## src/rtl/mem_access_unit_if.sv

```systemverilog
// Request/response/data-memory bundle for mem_access_unit.
// Latency: none (wires only).
// Backpressure: req_valid/req_ready and resp_valid/resp_ready handshakes; dmem_good stalls the access.
interface mem_access_unit_if;
  // pipeline request
  logic        req_valid;
  logic        req_ready;
  logic        req_load;
  logic        req_store;
  logic [31:0] req_addr;
  logic [31:0] req_wdata;
  logic [1:0]  req_size;
  logic        req_sext;
  logic [4:0]  req_rd;
  // pipeline response
  logic        resp_valid;
  logic        resp_ready;
  logic [31:0] resp_data;
  logic [4:0]  resp_rd;
  logic        resp_err;
  // data-memory port
  logic        dmem_valid;
  logic        dmem_memRead;
  logic        dmem_memWrite;
  logic        dmem_sext;
  logic [31:0] dmem_addr;
  logic [31:0] dmem_writeData;
  logic [1:0]  dmem_maskMode;
  logic        dmem_good;
  logic [31:0] dmem_readData;

  // unit side
  modport slave (
    input  req_valid, req_load, req_store, req_addr, req_wdata, req_size, req_sext, req_rd,
    output req_ready,
    output resp_valid, resp_data, resp_rd, resp_err,
    input  resp_ready,
    output dmem_valid, dmem_memRead, dmem_memWrite, dmem_sext, dmem_addr, dmem_writeData, dmem_maskMode,
    input  dmem_good, dmem_readData
  );

  // pipeline + memory side
  modport master (
    output req_valid, req_load, req_store, req_addr, req_wdata, req_size, req_sext, req_rd,
    input  req_ready,
    input  resp_valid, resp_data, resp_rd, resp_err,
    output resp_ready,
    input  dmem_valid, dmem_memRead, dmem_memWrite, dmem_sext, dmem_addr, dmem_writeData, dmem_maskMode,
    output dmem_good, dmem_readData
  );
endinterface

```

## src/rtl/mem_access_unit.sv

```systemverilog
// Single-outstanding load/store unit between pipeline and data memory; optional LSU_MISALIGN_TRAP_EN.
// Latency: accept N, ACCESS N+1, response N+2 when memory is good at once; illegal requests respond at N+1.
// Backpressure: req_ready only in IDLE; response held until resp_ready; ACCESS waits up to TIMEOUT_CYCLES.
module mem_access_unit #(
  parameter int TIMEOUT_CYCLES = 15
) (
  input logic clk,
  input logic reset,
  mem_access_unit_if.slave bus
);

  typedef enum logic [1:0] {IDLE, ACCESS, RESP} state_t;

  state_t      state, state_nxt;
  logic [31:0] addr_q, wdata_q, resp_data_q;
  logic [1:0]  size_q;
  logic        sext_q, load_q, store_q, resp_err_q;
  logic [4:0]  rd_q;
  logic [7:0]  cnt_q;
  logic        misalign, illegal, cnt_done;
  logic [31:0] access_addr;

`ifdef LSU_MISALIGN_TRAP_EN
  assign misalign = (bus.req_size == 2'b01 && bus.req_addr[0]) ||
                    (bus.req_size == 2'b10 && bus.req_addr[1:0] != 2'b00);
`else
  assign misalign = 1'b0;
`endif

  // A request that must never touch memory: bad op encoding, bad size, or trapped misalignment.
  assign illegal  = (bus.req_load == bus.req_store) || (bus.req_size == 2'b11) || misalign;
  assign cnt_done = (cnt_q == 8'(TIMEOUT_CYCLES - 1));

  // Address presented to memory; without the trap, low bits are silently dropped to the access size.
  always_comb begin
    access_addr = addr_q;
`ifndef LSU_MISALIGN_TRAP_EN
    case (size_q)
      2'b01:   access_addr = {addr_q[31:1], 1'b0};
      2'b10:   access_addr = {addr_q[31:2], 2'b00};
      default: access_addr = addr_q;
    endcase
`endif
  end

  // State register.
  always_ff @(posedge clk) begin
    if (reset) state <= IDLE;
    else       state <= state_nxt;
  end

  // Next-state and handshake/memory outputs; reset gates the access strobes so an aborted store cannot commit.
  always_comb begin
    state_nxt          = state;
    bus.req_ready      = 1'b0;
    bus.resp_valid     = 1'b0;
    bus.dmem_valid     = 1'b0;
    bus.dmem_memRead   = 1'b0;
    bus.dmem_memWrite  = 1'b0;
    bus.dmem_sext      = 1'b0;
    bus.dmem_addr      = 32'h0;
    bus.dmem_writeData = 32'h0;
    bus.dmem_maskMode  = 2'b00;
    case (state)
      IDLE: begin
        bus.req_ready = 1'b1;
        if (bus.req_valid) state_nxt = illegal ? RESP : ACCESS;
      end
      ACCESS: begin
        bus.dmem_valid     = ~reset;
        bus.dmem_memRead   = load_q & ~reset;
        bus.dmem_memWrite  = store_q & ~reset;
        bus.dmem_sext      = sext_q;
        bus.dmem_addr      = access_addr;
        bus.dmem_writeData = wdata_q;
        bus.dmem_maskMode  = size_q;
        if (bus.dmem_good || cnt_done) state_nxt = RESP;
      end
      RESP: begin
        bus.resp_valid = 1'b1;
        if (bus.resp_ready) state_nxt = IDLE;
      end
      default: state_nxt = IDLE;
    endcase
  end

  // Request capture, timeout counter and response registers.
  always_ff @(posedge clk) begin
    if (reset) begin
      addr_q      <= 32'h0;
      wdata_q     <= 32'h0;
      size_q      <= 2'b00;
      sext_q      <= 1'b0;
      rd_q        <= 5'h0;
      load_q      <= 1'b0;
      store_q     <= 1'b0;
      cnt_q       <= 8'h0;
      resp_data_q <= 32'h0;
      resp_err_q  <= 1'b0;
    end else begin
      case (state)
        IDLE: begin
          if (bus.req_valid) begin
            addr_q      <= bus.req_addr;
            wdata_q     <= bus.req_wdata;
            size_q      <= bus.req_size;
            sext_q      <= bus.req_sext;
            rd_q        <= bus.req_rd;
            load_q      <= bus.req_load;
            store_q     <= bus.req_store;
            cnt_q       <= 8'h0;
            resp_data_q <= 32'h0;
            resp_err_q  <= illegal;
          end
        end
        ACCESS: begin
          if (bus.dmem_good) begin
            resp_data_q <= load_q ? bus.dmem_readData : 32'h0;
            resp_err_q  <= 1'b0;
          end else if (cnt_done) begin
            resp_data_q <= 32'h0;
            resp_err_q  <= 1'b1;
          end else begin
            cnt_q <= cnt_q + 8'h1;
          end
        end
        default: ;
      endcase
    end
  end

  assign bus.resp_data = resp_data_q;
  assign bus.resp_rd   = rd_q;
  assign bus.resp_err  = resp_err_q;

endmodule
```

## src/flat_wrapper.sv

```systemverilog
// flat-port wrapper written by rule: the top's interface ports become plain ports
module mem_access_unit_flat 
#(
  parameter int TIMEOUT_CYCLES = 15
)
  (clk, reset, bus_req_valid, bus_req_load, bus_req_store, bus_req_addr, bus_req_wdata, bus_req_size, bus_req_sext, bus_req_rd, bus_req_ready, bus_resp_valid, bus_resp_data, bus_resp_rd, bus_resp_err, bus_resp_ready, bus_dmem_valid, bus_dmem_memRead, bus_dmem_memWrite, bus_dmem_sext, bus_dmem_addr, bus_dmem_writeData, bus_dmem_maskMode, bus_dmem_good, bus_dmem_readData);
  mem_access_unit_if bus_i ();
  input logic clk;
  input logic reset;
  input wire logic [$bits(bus_i.req_valid)-1:0] bus_req_valid;
  input wire logic [$bits(bus_i.req_load)-1:0] bus_req_load;
  input wire logic [$bits(bus_i.req_store)-1:0] bus_req_store;
  input wire logic [$bits(bus_i.req_addr)-1:0] bus_req_addr;
  input wire logic [$bits(bus_i.req_wdata)-1:0] bus_req_wdata;
  input wire logic [$bits(bus_i.req_size)-1:0] bus_req_size;
  input wire logic [$bits(bus_i.req_sext)-1:0] bus_req_sext;
  input wire logic [$bits(bus_i.req_rd)-1:0] bus_req_rd;
  output wire logic [$bits(bus_i.req_ready)-1:0] bus_req_ready;
  output wire logic [$bits(bus_i.resp_valid)-1:0] bus_resp_valid;
  output wire logic [$bits(bus_i.resp_data)-1:0] bus_resp_data;
  output wire logic [$bits(bus_i.resp_rd)-1:0] bus_resp_rd;
  output wire logic [$bits(bus_i.resp_err)-1:0] bus_resp_err;
  input wire logic [$bits(bus_i.resp_ready)-1:0] bus_resp_ready;
  output wire logic [$bits(bus_i.dmem_valid)-1:0] bus_dmem_valid;
  output wire logic [$bits(bus_i.dmem_memRead)-1:0] bus_dmem_memRead;
  output wire logic [$bits(bus_i.dmem_memWrite)-1:0] bus_dmem_memWrite;
  output wire logic [$bits(bus_i.dmem_sext)-1:0] bus_dmem_sext;
  output wire logic [$bits(bus_i.dmem_addr)-1:0] bus_dmem_addr;
  output wire logic [$bits(bus_i.dmem_writeData)-1:0] bus_dmem_writeData;
  output wire logic [$bits(bus_i.dmem_maskMode)-1:0] bus_dmem_maskMode;
  input wire logic [$bits(bus_i.dmem_good)-1:0] bus_dmem_good;
  input wire logic [$bits(bus_i.dmem_readData)-1:0] bus_dmem_readData;
  assign bus_i.req_valid = bus_req_valid;
  assign bus_i.req_load = bus_req_load;
  assign bus_i.req_store = bus_req_store;
  assign bus_i.req_addr = bus_req_addr;
  assign bus_i.req_wdata = bus_req_wdata;
  assign bus_i.req_size = bus_req_size;
  assign bus_i.req_sext = bus_req_sext;
  assign bus_i.req_rd = bus_req_rd;
  assign bus_req_ready = bus_i.req_ready;
  assign bus_resp_valid = bus_i.resp_valid;
  assign bus_resp_data = bus_i.resp_data;
  assign bus_resp_rd = bus_i.resp_rd;
  assign bus_resp_err = bus_i.resp_err;
  assign bus_i.resp_ready = bus_resp_ready;
  assign bus_dmem_valid = bus_i.dmem_valid;
  assign bus_dmem_memRead = bus_i.dmem_memRead;
  assign bus_dmem_memWrite = bus_i.dmem_memWrite;
  assign bus_dmem_sext = bus_i.dmem_sext;
  assign bus_dmem_addr = bus_i.dmem_addr;
  assign bus_dmem_writeData = bus_i.dmem_writeData;
  assign bus_dmem_maskMode = bus_i.dmem_maskMode;
  assign bus_i.dmem_good = bus_dmem_good;
  assign bus_i.dmem_readData = bus_dmem_readData;
  mem_access_unit #(.TIMEOUT_CYCLES(TIMEOUT_CYCLES)) u_core (.clk(clk), .reset(reset), .bus(bus_i));
endmodule
```

## config.mk

```make
export PLATFORM = sky130hd
export DESIGN_NAME = mem_access_unit_flat
export DESIGN_NICKNAME = d
export VERILOG_FILES = /design/src/rtl/mem_access_unit_if.sv /design/src/rtl/mem_access_unit.sv /design/src/flat_wrapper.sv
export SDC_FILE = /design/constraint.sdc
export NUM_CORES = 1
export LEC_CHECK = 0
export BUFFER_PORTS_ARGS = -buffer_cell sky130_fd_sc_hd__clkbuf_2
export CAP_MARGIN = 10
export CORE_ASPECT_RATIO = 1.25
export CORE_MARGIN = 2
export CORE_UTILIZATION = 44
export DETAILED_ROUTE_END_ITERATION = 16
export PLACE_DENSITY = 0.76
export SETUP_SLACK_MARGIN = 0.1
export SYNTH_ARGS = -nofsm -noshare
export SYNTH_HDL_FRONTEND = slang
export SYNTH_SLANG_ARGS = --single-unit
export TNS_END_PERCENT = 50
```

## constraint.sdc

```tcl
create_clock -name clk -period 3 [get_ports clk]
set_clock_uncertainty 0.2 [all_clocks]
set_input_delay 0.3 -clock clk [delete_from_list [all_inputs] [get_ports clk]]
set_output_delay 0.3 -clock clk [all_outputs]
set_load 0.1 [all_outputs]
```

==> run metrics, run 1 <==
Worst path top cell family by delay buffers and inverters; Final HPWL DP 8.22 mm; placer congestion estimate between 0.8 and 0.9; R2R cell count 4; Async S/R FF share, synth 0%; P_sw about 1.2 mW; sw frac 26.0%; I/O Pins 221; RSZ-0062 raised after global routing no; Finished Layout Cells a little over 1,000; Worst VDD drop roughly 0.37 mV; total core area 10,500 sq um; Cells after DPL 870; PortBufs 220; Slew HR roughly a quarter; Syn Inst Count approximately 550; P per Cell Area about 600 nW/um^2; Yosys warnings 0; fin crit share 87.8%; nets 977; post-CTS resize count 0; Slew Limit Fails 0; Setup-failing EPs final 0; GRT overflow 0; critical setup path kind reg2out; die height 119 microns; sequential fraction of the synthesis area 50.2%; latest clock arrival within the worst-skew pair between 300 and 400 ps; Max Clk Rate between 0.3 and 0.4 GHz; synthesis-to-finish area growth 61.0%; Reg2Reg Launch Point u_core.state[0]; Post-Syn Area 4670 sq um; Yosys reg bits around 120; Slowest-stage cell, CP clkbuf_2; leakage power around 3.5 nW; MaxCap Viol Count 0; R2R Setup Slk between 500 and 600 ps; via count 5,061; ratio of cells with drive above 1 in the final layout 30.8%; Hold Crit Depth 3; Routed Antenna Nets 0; clock buffer depth 2; Final Hold Fails 0; CP arrival roughly 2100 ps; GRT Util Overall between 20% and 30%; Antenna Cells 0; initial antenna violation count 0; syn_nets 665; initial DRC count around 250; worst slew pin tran ~1100 ps; vias in the first global route just under 5,000; first-pass GRT wire length 22.6 mm; Pre-Repair DR Iteration Count 5; Critical Path RT 2500 ps; die area between 10,000 and 15,000 sq um; combinational share of power around 15%; WHS Endpoint u_core.state[0]; final WL around 14 mm; Post-CTS Setup Bufs 0; reg2reg end u_core.bus.resp_data[9]; Pwr Total roughly 4.5 mW; clock sink count ~120; Bufs and invs on worst path 2; setup TNS 0 ps; initial core utilization 44.6%; Int Power roughly 3.3 mW; Yosys cell types between 40 and 50; crit-path max FO 54; Cell Rows between 40 and 50; beginning of the worst hold path bus_req_valid; Startpoint Class flip-flop; clock root cell clkbuf_16; fin crit period 2630 ps; number of CTS-inserted buffers 17; status complete, no violations; Worst path max stage delay 460 ps; Synth Flop Type dfxtp_1; crit path launch u_core.state[0]; pin count of the biggest net entering global routing 84; Sequential Power Share 37.5%; crit end category primary output; critical path, cell by cell nor2b_4, buf_12, and3_1, clkbuf_2; CTS Hold Bufs roughly 110; drt drc 0; Clk pwr share between 40% and 50%; die width just under 100 microns; Hold Crit Class in2reg; Wirelength per Cell 14.2 microns; H-tree depth 4; mean area per synthesized cell 8.47 sq um; Clk pin slew, worst setup/hold paths about 50 ps; CTS tree done; number of vias per cell between 5 and 6; number of synthesized flops with an enable pin 0
==> state kept, by name, summed over array words and instances, names as in the netlist <==
register,cells
u_core.wdata_q,32
u_core.size_q,2
u_core.bus.resp_err,1
u_core.store_q,1
u_core.state,2
u_core.bus.resp_data,32
u_core.load_q,1
u_core.bus.resp_rd,5
u_core.sext_q,1
u_core.addr_q,32
u_core.cnt_q,8
==> layout make-up <==
class	count	area, sq um
fill	742	2940
multi-input combinational	391	2120
inverter	4	16.3
clock buffer	19	453
clock inverter	13	179
sequential	117	2340
timing repair buffer	332	2240
tap	132	165
==> power by group through the flow <==
stage	clock, mW	sequential [mW]	combinational [mW]
2_1_floorplan	0	1.75	0.336
3_3_place_gp	0	1.70	0.540
3_5_place_dp	0	1.71	0.549
4_1_cts	2.17	1.67	0.660
5_1_grt	2.23	1.68	0.720
6_report	2.13	1.68	0.669
==> kinds of logic after synthesis <==
logic type	after synthesis	synth area share, %
simple gates	255	26.1
xor+xnor	1	0.188
fa+ha+maj	3	0.804
flops	117	50.2
compound gates	131	17.7
mux	1	0.241
buf+inv	43	4.74
==> worst max path at each step <==
stage / end / slack, ps / cells past startpoint
CTS: bus_dmem_addr[0] / 340 / 4
finish: bus_dmem_addr[0] / 370 / 4
floorplan: u_core.wdata_q[10] / 140 / 6
global placement: u_core.bus.resp_data[5] / 720 / 4
global route: bus_dmem_addr[0] / 200 / 4
detailed placement: u_core.bus.resp_data[15] / 610 / 4
==> stage by stage <==
| step | setup WS [ps] | cell area, sq um | util [%] | hold slack, ps |
|---|---|---|---|---|
| finish | 367 | 7520 | 71.9 | 22.1 |
| global route | 203 | 7520 | 71.9 | 45.8 |
| CTS | 336 | 7520 | 71.9 | 7.41 |
| detailed placement | 614 | 5820 | 55.7 | 242 |
| global placement | 720 | 5820 | 55.7 | 237 |
| floorplan | 139 | 4670 | - | 232 |
==> Yosys cell counts (3+ instances only) <==
cell type  count  share of area, %
a21oi_1       81               8.7
a22o_1        32               6.0
and2_1        69               9.2
and3_1         7              0.94
buf_2         14               1.5
buf_8          3              0.96
clkbuf_1      20               1.6
dfxtp_1      117                50
ha_1           3              0.80
inv_1          3              0.24
nand2_1      151                12
nand3_1        4              0.43
nor2_1         5              0.40
nor2b_1        3              0.40
nor3b_1        3              0.48
o21ai_0        4              0.43
==> metal layers <==
metal / vias to the layer above / share of wire, % / GRT usage, %
li1: 2470 / - / -
met1: 2365 / 39 / 28.0
met2: 188 / 53 / 43.3
met3: 38 / 5.8 / 6.20
met4: 0 / 2.7 / 10.8
met5: - / 0 / 0
==> worst reg2reg max path: cells and delay by family, from the launching register on <==
kind,cells,cell delay (ps)
AO/OA/AOI/OAI,1,300
buffers and inverters,1,80
flip-flops,1,430
AND/OR/NAND/NOR,2,1350
==> cell usage in the layout, fill, tap and decap left out, types with 4 or more instances in the layout <==
cell type,instances
clkbuf_2,219
dfxtp_1,117
a22o_1,32
clkbuf_16,17
bufinv_16,4
clkinv_2,5
clkinvlp_4,4
a21oi_1,81
nand2_1,150
and2_1,68
dlygate4sd3_1,106
and3_1,7
o21ai_0,4
nor2_1,5
nand3_1,4
Power figures use the tool's default switching activity.
==> run 2: changes to the inputs <==
--- a/config.mk
+++ b/config.mk
@@ -11,7 +11,7 @@
 export CORE_MARGIN = 2
 export CORE_UTILIZATION = 44
 export DETAILED_ROUTE_END_ITERATION = 16
-export PLACE_DENSITY = 0.76
+export PLACE_DENSITY_LB_ADDON = 0.08
 export SETUP_SLACK_MARGIN = 0.1
 export SYNTH_ARGS = -nofsm -noshare
 export SYNTH_HDL_FRONTEND = slang
==> run 2 against run 1 <==
  * Clock-buffer cell count rose by 4
  * Sequential share of layout area barely moved
  * Non-clock buffer count rose by 2
  * Setup slack got worse by 19 ps
  * Combinational power fell by 1%
  * Cell count rose by 0.30%
  * Global-route usage fell by 0.64 points
  * Core utilization barely moved
  * Total power fell by 0.32%
  * Critical path type unchanged
  * Largest cell class unchanged
==> run metrics, run 2 (same netlist as run 1, synthesis figures left out) <==
status complete, no violations; Int Power 3.35 mW; placer congestion estimate 0.802; Slowest-stage cell, CP nor2b_2; P_sw ~1.1 mW; clock root cell clkbuf_16; die area approximately 11,000 sq um; clock buffer depth 2; Hold Crit Class in2reg; die width between 90 and 100 microns; synthesis-to-finish area growth 61.1%; initial antenna violation count 0; Sequential Power Share a little under two fifths; Worst path max stage delay slightly below 600 ps; Cell Rows 42; vias in the first global route about 4,700; crit end category primary output; total core area 10,500 sq um; drt drc 0; initial core utilization between 40% and 50%; commonest non-fill, non-tap cell in the layout clkbuf_2; worst slew pin tran around 1200 ps; setup TNS 0 ps; GRT overflow 0; sw frac roughly a quarter; via count roughly 5,000; I/O Pins approximately 220; Final HPWL DP about 8.3 mm; combinational share of power between 10 and 15%; Clk pin slew, worst setup/hold paths 50 ps; ratio of cells with drive above 1 in the final layout roughly 31%; fin crit period about 2700 ps; nets just under 1,000; Setup-failing EPs final 0; H-tree depth 4; RSZ-0062 raised after global routing no; number of vias per cell between 4 and 5; latest clock arrival within the worst-skew pair approximately 400 ps; Critical Path RT roughly 2500 ps; pin count of the biggest net entering global routing 84; critical path, cell by cell nor2b_2, and2_1, clkbuf_2; die height 119 microns; Pre-Repair DR Iteration Count 4; P per Cell Area 593 nW/um^2; leading cell types in the layout, fill and taps excluded clkbuf_2 (219), nand2_1 (150), dfxtp_1 (117); leakage power 3.52 nW; crit-path max FO 19; Max Clk Rate approximately 0.38 GHz; Startpoint Class flip-flop; Clk pwr share a little under half; Antenna Cells 0; final WL 13.9 mm; Slew Limit Fails 0; clock sink count 117; GRT Util Overall approximately a quarter; Final Hold Fails 0; fin crit share between 80% and 90%; initial DRC count approximately 180; CP arrival ~2200 ps; Pwr Total between 4 and 5 mW; number of CTS-inserted buffers 17; Wirelength per Cell ~14 microns; Routed Antenna Nets 0; number of fill cells in the layout about 820; CTS tree done; MaxCap Viol Count 0; PortBufs between 200 and 250; Slew HR between 20% and 30%; Worst VDD drop ~0.33 mV; first-pass GRT wire length between 20 and 25 mm; critical setup path kind reg2out
[run 2: final cells by class]
class / instances / area, sq um / share of cell area (%)
clock inverters: 9 / 148 / 1.96
clock buffers: 23 / 488 / 6.49
inverters: 4 / 16.3 / 0.216
multi-input cells: 392 / 2120 / 28.3
well taps: 132 / 165 / 2.20
repair buffers: 334 / 2230 / 29.7
flip-flops and latches: 117 / 2340 / 31.2
[run 2: timing repair]
| item | CTS | global route |
|---|---|---|
| gates resized for setup | 0 | 0 |
| endpoints found under the setup margin | 19 | 1 |
| hold buffers | 106 | 0 |
| buffers inserted | 0 | 1 |
| endpoints found under the hold margin | 106 | 0 |
| cloned | 1 | 0 |
[run 2: final timing paths]
path,depth (start not counted),slack (ps),start,endpoint
min,3,30,bus_req_valid,u_core.state[0]
max reg2reg,4,480,u_core.state[0],u_core.bus.resp_data[2]
max,3,350,u_core.state[0],bus_dmem_writeData[9]
min reg2reg,2,250,u_core.wdata_q[18],u_core.wdata_q[18]
[run 2: per-layer routing]
layer / vias to the layer above / GRT usage [%] / wire length, microns
li1: 2466 / - / -
met1: 2264 / 27.5 / 5570
met2: 173 / 41.8 / 7130
met3: 26 / 6.96 / 926
met4: 0 / 9.46 / 308
met5: - / 0 / 0
[run 2: worst max-delay path, delay by kind of cell, from the launching register on]
family                 cells  cell delay (ps)
buffers and inverters      1              460
DFF                        1              480
and+or+nand+nor            2              810
[run 2: per-stage QoR]
stage,setup slack [ps],instances,instance area (sq um),utilization [%],hold slack (ps)
2_1_floorplan,139,551,4670,-,232
3_3_place_gp,582,871,5810,55.5,237
3_5_place_dp,500,871,5810,55.5,242
4_1_cts,254,1010,7510,71.8,19.1
5_1_grt,183,1011,7520,71.9,53.3
6_report,348,1011,7520,71.9,29.8
[run 2: power by group through the flow]
stage | Combinational, mW | Clock (mW) | Sequential, mW
after floorplan | 0.336 | 0 | 1.75
after global placement | 0.536 | 0 | 1.71
after detailed placement | 0.544 | 0 | 1.71
after CTS | 0.654 | 2.16 | 1.68
after global routing | 0.713 | 2.25 | 1.69
final | 0.659 | 2.12 | 1.68
